## src/rtl/core_pkg.sv

```systemverilog
// Shared definitions for the 8-bit 5-stage core: widths, special opcodes and fetch states.
package core_pkg;

  localparam int unsigned INSTR_W = 8;
  localparam int unsigned DEPTH   = 8;
  localparam int unsigned PC_W    = 3;
  localparam int unsigned IMEM_W  = INSTR_W * DEPTH;

  localparam logic [INSTR_W-1:0] NOP_INSTR   = 8'h00;
  localparam logic [INSTR_W-1:0] HALT_OPCODE = 8'hFF;

  typedef enum logic [1:0] {
    IDLE = 2'd0,
    RUN  = 2'd1,
    HALT = 2'd2
  } fetch_state_e;

  // IF/ID pipeline register payload
  typedef struct packed {
    logic [INSTR_W-1:0] instr;
    logic [PC_W-1:0]    pc;
    logic               valid;
  } if_id_t;

endpackage

```

## src/rtl/instr_slot_mux.sv

```systemverilog
// Combinational selector: picks one INSTR_W-bit slot out of the instruction image.
module instr_slot_mux
  import core_pkg::*;
(
  input  logic [IMEM_W-1:0]  instrMem,
  input  logic [PC_W-1:0]    pc,
  output logic [INSTR_W-1:0] instr_c
);

  // Slot i lives at instrMem[INSTR_W*i +: INSTR_W]
  always_comb begin
    instr_c = NOP_INSTR;
    for (int i = 0; i < int'(DEPTH); i++) begin
      if (pc == PC_W'(i)) instr_c = instrMem[i*INSTR_W +: INSTR_W];
    end
  end

endmodule

```

## src/rtl/instr_fetch.sv

```systemverilog
// Instruction-fetch stage: PC sequencing over the loaded image, IF/ID register,
// stall hold and branch redirect. Optional halt opcode support under IF_HALT_EN.
module instr_fetch
  import core_pkg::*;
(
  input  logic                clk,
  input  logic                rst,
  input  logic [IMEM_W-1:0]   instrMem,
  input  logic                mem_ready,
  input  logic                stall,
  input  logic                branch_taken,
  input  logic [PC_W-1:0]     branch_target,
  output logic [PC_W-1:0]     pc,
  output logic [INSTR_W-1:0]  if_id_instr,
  output logic [PC_W-1:0]     if_id_pc,
  output logic                if_id_valid,
  output logic                halted
);

  localparam if_id_t IF_ID_RST = '{instr: NOP_INSTR, pc: '0, valid: 1'b0};

  fetch_state_e       state_q, state_d;
  logic [PC_W-1:0]    pc_q, pc_d;
  if_id_t             if_id_q, if_id_d;
  logic               halted_q, halted_d;
  logic [INSTR_W-1:0] slot_instr_c;

  instr_slot_mux u_slot_mux (
    .instrMem (instrMem),
    .pc       (pc_q),
    .instr_c  (slot_instr_c)
  );

  // Next-state, PC and IF/ID update
  always_comb begin
    state_d  = state_q;
    pc_d     = pc_q;
    if_id_d  = if_id_q;
    halted_d = halted_q;

    unique case (state_q)
      IDLE: begin
        pc_d     = '0;
        if_id_d  = IF_ID_RST;
        halted_d = 1'b0;
        if (mem_ready) state_d = RUN;
      end

      RUN: begin
        if (!mem_ready) begin
          state_d  = IDLE;
          pc_d     = '0;
          if_id_d  = IF_ID_RST;
          halted_d = 1'b0;
        end else if (branch_taken) begin
          pc_d           = branch_target;
          if_id_d.instr  = NOP_INSTR;
          if_id_d.valid  = 1'b0;
        end else if (!stall) begin
          if_id_d.instr = slot_instr_c;
          if_id_d.pc    = pc_q;
          if_id_d.valid = 1'b1;
          pc_d          = pc_q + PC_W'(1);
`ifdef IF_HALT_EN
          if (slot_instr_c == HALT_OPCODE) begin
            state_d  = HALT;
            halted_d = 1'b1;
            pc_d     = pc_q;
          end
`endif
        end
      end

      HALT: begin
        if (!mem_ready) begin
          state_d  = IDLE;
          pc_d     = '0;
          if_id_d  = IF_ID_RST;
          halted_d = 1'b0;
        end else begin
          // Bubbles until an older in-flight branch redirects us
          if_id_d.instr = NOP_INSTR;
          if_id_d.valid = 1'b0;
          if (branch_taken) begin
            state_d  = RUN;
            pc_d     = branch_target;
            halted_d = 1'b0;
          end
        end
      end

      default: begin
        state_d  = IDLE;
        pc_d     = '0;
        if_id_d  = IF_ID_RST;
        halted_d = 1'b0;
      end
    endcase
  end

  // State, PC and IF/ID registers with synchronous reset
  always_ff @(posedge clk) begin
    if (rst) begin
      state_q  <= IDLE;
      pc_q     <= '0;
      if_id_q  <= IF_ID_RST;
      halted_q <= 1'b0;
    end else begin
      state_q  <= state_d;
      pc_q     <= pc_d;
      if_id_q  <= if_id_d;
      halted_q <= halted_d;
    end
  end

  assign pc          = pc_q;
  assign if_id_instr = if_id_q.instr;
  assign if_id_pc    = if_id_q.pc;
  assign if_id_valid = if_id_q.valid;
  assign halted      = halted_q;

endmodule

```

## config.mk

```make
export PLATFORM = sky130hd
export DESIGN_NAME = instr_fetch
export DESIGN_NICKNAME = d
export VERILOG_FILES = /design/src/rtl/core_pkg.sv /design/src/rtl/instr_slot_mux.sv /design/src/rtl/instr_fetch.sv
export SDC_FILE = /design/constraint.sdc
export NUM_CORES = 1
export LEC_CHECK = 0
export ABC_CLOCK_PERIOD_IN_PS = 2310
export CAP_MARGIN = 20
export CORE_MARGIN = 2
export CORE_UTILIZATION = 38
export DETAILED_ROUTE_END_ITERATION = 10
export GPL_ROUTABILITY_DRIVEN = 0
export GPL_TIMING_DRIVEN = 0
export PLACE_DENSITY = 0.81
export SLEW_MARGIN = 30
export SYNTH_ARGS = -nofsm -noshare
export SYNTH_HDL_FRONTEND = slang
export SYNTH_SLANG_ARGS = --single-unit
```

## constraint.sdc

```tcl
create_clock -name clk -period 2.31 [get_ports clk]
set_clock_uncertainty 0.05 [all_clocks]
set_input_delay 0.5775 -clock clk [delete_from_list [all_inputs] [get_ports clk]]
set_output_delay 0.5775 -clock clk [all_outputs]
set_load 0.005 [all_outputs]
```

Word-level counts from Yosys, hierarchy flattened
Index checks and enable logic that the tools add are counted.
{"block": "totals", "elab_cells": 59, "in_bits": 72, "regBits": 18, "output_inout_bits": 16}
{"block": "classes", "n_addsub": 1, "reduce_logical": 6, "mux": 30, "n_eq_ne": 16}
{"op": "2-to-1 mux 8 bit", "count": 9}
{"op": "2-to-1 mux 12 bit", "count": 2}
{"op": "one-hot mux 12 bit (2 select lines)", "count": 1}
{"op": "2-to-1 mux 3 bit", "count": 7}
{"op": "== test 3 bit (second input constant)", "count": 4}
{"op": "!= test 3 bit (second input constant)", "count": 3}
{"op": "2-to-1 mux 2 bit", "count": 4}
{"op": "== test 3 x 2 -> 1 bit (second input constant)", "count": 2}
{"op": "!= test 2 bit (second input constant)", "count": 3}
{"op": "one-hot mux 2 bit (3 select lines)", "count": 1}
{"op": "one-hot mux 3 bit (2 select lines)", "count": 1}
{"op": "AND reduction 3 bit", "count": 2}
{"op": "2-to-1 mux 1 bit", "count": 4}
{"op": "!= test 4 bit (second input constant)", "count": 1}
{"op": "AND reduction 2 bit", "count": 2}
{"op": "adder 3 x 1 -> 3 bit (second input constant)", "count": 1}
{"op": "== test 3 x 1 -> 1 bit (second input constant)", "count": 1}
{"op": "zero test 3 bit", "count": 1}
{"op": "== test 2 x 1 -> 1 bit (second input constant)", "count": 1}
{"op": "== test 2 bit (second input constant)", "count": 1}
{"op": "zero test 2 bit", "count": 1}
{"op": "one-hot mux 1 bit (2 select lines)", "count": 1}

Longest topological paths before layout
{"block": "depth", "depth_word": 13, "depth_mapped": 8, "depth_no_buf": 6}

By module
A second synthesis with hierarchy kept.
{"block": "hier_totals", "hier_cells": 94, "hier_area_um2": 1196.1}
{"mod": "instr_fetch", "n_inst": 1, "area_per_inst_um2": 645.6, "cells_per_inst": 65, "seq_area_each_um2": 320.3}
{"mod": "instr_slot_mux", "n_inst": 1, "area_per_inst_um2": 550.5, "cells_per_inst": 29, "seq_area_each_um2": 0.0}

Least setup slack after synthesis
Ideal clock, no wire load.
{"block": "synth_path", "path_kind": "register to register", "startpoint": "register pc_q[2] (netlist: pc[2])", "endpoint": "register if_id_q (netlist bit if_id_instr[6])", "path_buffers": 1, "t_required_ns": 2.126, "path_stages_with_launch": 8, "setup_ns": 0.134, "setup_slack_ns": 0.470, "synth_period_minus_slack_ns": 1.840, "arrival_time_ns": 1.655, "path_cell_list": "dfxtp_1 clkbuf_1 inv_1 ha_1 or3b_2 o211a_2 nand4_1 a311oi_1"}
{"block": "synth_via", "elab_chain_len": 13, "elab_cells_between_ends": 20, "cone_classes": "eq/ne: 7; mux: 12; reduce/logical: 1"}
{"element": "start: declaration", "line_no": "instr_fetch.sv:23", "source": "logic [PC_W-1:0] pc_q, pc_d;"}
{"element": "start signal: assignment", "line_no": "instr_fetch.sv:110", "source": "pc_q <= pc_d;"}
{"element": "zero test 3 bit", "line_no": "instr_slot_mux.sv:14", "source": "if (pc == PC_W'(i)) instr_c = instrMem[i*INSTR_W +: INSTR_W];"}
{"element": "2-to-1 mux 8 bit (7 in a row)", "line_no": "instr_slot_mux.sv:14"}
{"element": "2-to-1 mux 8 bit (*)", "line_no": "instr_slot_mux.sv:14"}
{"element": "2-to-1 mux 12 bit (*)", "line_no": "instr_fetch.sv:59", "source": "end else if (!stall) begin"}
{"element": "2-to-1 mux 8 bit (*)", "line_no": "instr_fetch.sv:55", "source": "end else if (branch_taken) begin"}
{"element": "2-to-1 mux 12 bit (*)", "line_no": "instr_fetch.sv:50", "source": "if (!mem_ready) begin"}
{"element": "one-hot mux 12 bit (2 select lines) (*)", "line_no": "instr_fetch.sv:41", "source": "unique case (state_q)"}
{"element": "end signal: assignment", "line_no": "instr_fetch.sv:111", "source": "if_id_q <= if_id_d;"}
{"element": "end: declaration", "line_no": "instr_fetch.sv:24", "source": "if_id_t if_id_q, if_id_d;"}
Every way passes the cells marked *; elsewhere a longest branch is shown, timed or not. The select of a mux whose other input is x is not followed.
A chain may end at the register's enable or synchronous reset.

Worst setup path in the final report
{"block": "layout_path", "startpoint": "register pc_q[2] (netlist: pc[2])", "endpoint": "register if_id_q (netlist bit if_id_instr[3])"}
The elaborated chain is that of the path after synthesis.

==> impl_metrics.py <==
metrics = {
    "power_and_ir_drop": {
        "vdd_ir_drop_max_v": 0.000168,
        "total_leakage_power_nw": 0.860,
        "power.density_cell_area_mw_per_mm2": 306,
        "design_power_total_uw": 744,
    },
    "logic_synthesis": {
        "netlist_instances": 199,
        "yosys.cell_types.count": 37,
        "synthDominantCellAreaShare_pct": 21.7,
        "synth_area_leaders": "sky130_fd_sc_hd__dfxtp_1 (22%), sky130_fd_sc_hd__nand2_1 (10%), sky130_fd_sc_hd__o21ai_0 (6.1%)",
        "synth-seq-area-share_pct": 21.7,
        "netlist.top_cell.by_area": "sky130_fd_sc_hd__dfxtp_1",
        "postSynthNetCount": 277,
        "synth.avg_cell_area_um2": 7.42,
        "synth.cell_area_mm2": 0.00148,
        "ys_seq_elements": 16,
        "synth.yosys.warnings": 0,
    },
    "sta": {
        "finalHoldViolCount": 0,
        "setup_ws_ps": 238,
        "timing.final.crit_share_pct": 89.7,
        "report.final.setup_viol": 0,
        "max_clock_freq_mhz": 483,
        "setup_tns_ps": 0,
        "final.hold.worst_slack_ps": 436,
        "rsz0062_at_grt": "false",
        "timing_max_transition_violations_final": 0,
        "post-route-min-period_ps": 2070,
    },
    "status": {
        "outcome": "complete, no violations",
    },
    "cts": {
        "clock_sinks": 16,
        "clk_root_buffer_cell": "sky130_fd_sc_hd__clkbuf_8",
        "clkTransAtPathRegs_ps": 60,
        "clkLatencyLatePin_ps": 250,
        "clk_path_buf_depth": 2,
        "cts_tree": "yes",
        "cts_max_level": 1,
        "numCtsBuffers": 3,
    },
    "final_layout": {
        "fill_cells": 344,
        "final_design_area_no_fill_mm2": 0.00243,
        "layout_commonest_cell": "sky130_fd_sc_hd__clkdlybuf4s50_1",
        "post_route_cells_drive_above_1_share_pct": 10.1,
        "antenna-diode-count": 0,
        "synthToLayoutAreaGrowth_pct": 64.8,
        "fin_nets": 366,
        "layout_common_cells": "sky130_fd_sc_hd__clkdlybuf4s50_1 (84), sky130_fd_sc_hd__nand2_1 (41), sky130_fd_sc_hd__o21ai_0 (18)",
    },
    "global_route": {
        "global_route_wire_length_before_repair_um": 7780,
        "pin_count_of_the_biggest_net_entering_global_routing": 11,
        "grt_pass1_vias": 1756,
        "total_routing_resource_utilization_after_global_routing_pct": 22.3,
        "grt_overflow": 0,
        "antenna_violations_before_repair": 0,
    },
    "critical_path": {
        "crit_slowest_cell": "sky130_fd_sc_hd__dfxtp_1",
        "setup.worst_path.start_class": "register",
        "critical_path.endpoint_type": "register",
        "path_class": "register to register",
        "r2r_cells": 7,
        "cpMostUsedCell": "sky130_fd_sc_hd__inv_1",
        "required_ps": 2420,
        "worstPathCellList": "clkbuf_2 > inv_1 > ha_1 > inv_1 > o221a_1 > nand4_1 > a311oi_1",
        "largest_driver_fanout_on_the_critical_path": 10,
        "critPathArrivalTime_ps": 2180,
        "crit_path_max_incr_delay_ps": 450,
    },
    "die": {
        "chipWidth_um": 66.3,
        "num_rows": 22,
        "dieArea_mm2": 0.00440,
        "core_area_mm2": 0.00369,
        "initial_utilization_pct": 40.0,
        "die_h_um": 66.3,
        "io_pins": 88,
    },
    "min_path": {
        "hold_path_class": "register to register",
        "holdPathStages": 2,
    },
    "routing": {
        "first_iter_violations": 118,
        "routed_wire_length_per_instance_um": 14.2,
        "total_wirelength_of_the_detailed_routed_design_um": 4770,
        "detail_route.first_pass.iterations": 4,
        "remaining_drc_errors": 0,
        "route.vias.total": 1819,
        "ant_nets": 0,
        "routed_via_density": 5.43,
    },
    "run": {
        "max_cap_violations": 0,
    },
    "placement": {
        "detailedPlacementHpwl_um": 3830,
        "io_buffer_count": 84,
        "setup_slack_at_placement_ps": 176,
        "dpl-instance-area_mm2": 0.00238,
    },
}
-- what timing repair did --
item	4_1_cts	5_1_grt
setup endpoints to repair	0	4
hold buffers	0	0
resized for setup	0	2
setup buffers	0	0
-- sequential cells by signal, indices dropped and copies added (netlist names) --
register     flops
if_id_instr      8
if_id_pc         3
if_id_valid      1
pc               3
state_q          1
-- synthesized netlist by cell type, drive strengths merged --
cell type / n
or3b: 1
o211a: 1
conb: 1
a311oi: 8
xor2: 1
and2: 1
o211ai: 8
ha: 6
o21ai: 18
nor2: 6
a211oi: 2
inv: 4
clkbuf: 3
a22oi: 8
a21oi: 7
nor2b: 11
nand2b: 11
a221oi: 7
o221a: 7
buf: 16
nor3: 1
nand4: 8
dfxtp: 16
nand2: 41
a31o: 1
mux2i: 1
nor4b: 1
and3: 1
and4b: 1
nand3b: 1
-- through the flow --
| step | util, % | cells |
|---|---|---|
| floorplan | - | 199 |
| global placement | 64.5 | 331 |
| detailed placement | 64.5 | 331 |
| CTS | 65.9 | 335 |
| global route | 66.0 | 335 |
| finish | 66.0 | 335 |
-- final timing paths --
kind | start | end | slack (ps)
worst max-delay path | pc[2] | if_id_instr[3] | 240
worst min-delay path | if_id_pc[0] | if_id_pc[0] | 440
worst max register to register | pc[2] | if_id_instr[3] | 240
worst min register to register | if_id_pc[0] | if_id_pc[0] | 440
-- power breakdown --
part | switching [mW] | internal [mW] | leakage [nW]
Clock | 0.0966 | 0.151 | 0.0288
Sequential | 0.00280 | 0.279 | 0.129
Combinational | 0.0706 | 0.144 | 0.702
Total | 0.170 | 0.574 | 0.860
-- routing by layer --
metal  routed length, µm  vias up  track usage [%]
li1                    -      910                -
met4                  78        0             6.12
met1                2160      827             30.3
met5                   0        -                0
met2                2260       73             37.4
met3                 262        9             2.21
-- critical path, delay by kind of cell, from the launching register on --
kind	cells	cell delay, ps
adder cells (fa/ha/maj)	1	250
AND/OR/NAND/NOR	1	130
flip-flops	1	450
buffers and inverters	3	550
AO/OA/AOI/OAI	2	540
-- area by class of cell --
| class | instances | area [µm²] | share of cell area [%] |
|---|---|---|---|
| sequential | 16 | 320 | 13.2 |
| multi-input combinational | 160 | 1010 | 41.6 |
| clock buffer | 4 | 55.1 | 2.26 |
| buffer | 19 | 129 | 5.30 |
| inverter | 4 | 15.0 | 0.617 |
| timing repair buffer | 84 | 841 | 34.6 |
| tap | 48 | 60.1 | 2.47 |
-- logic make-up after synthesis --
family	count (synthesis)	share of synthesized area (%)
AOI/OAI and AO/OA	67	33.1
xor gates and xnor gates	1	0.593
adders and majority gates	6	5.08
buffers and inverters	23	9.66
DFF	16	21.7
muxes	1	0.678
other	1	0.254
and+or+nand+nor	84	28.9
No activity file was read; power rests on OpenSTA's default activity.
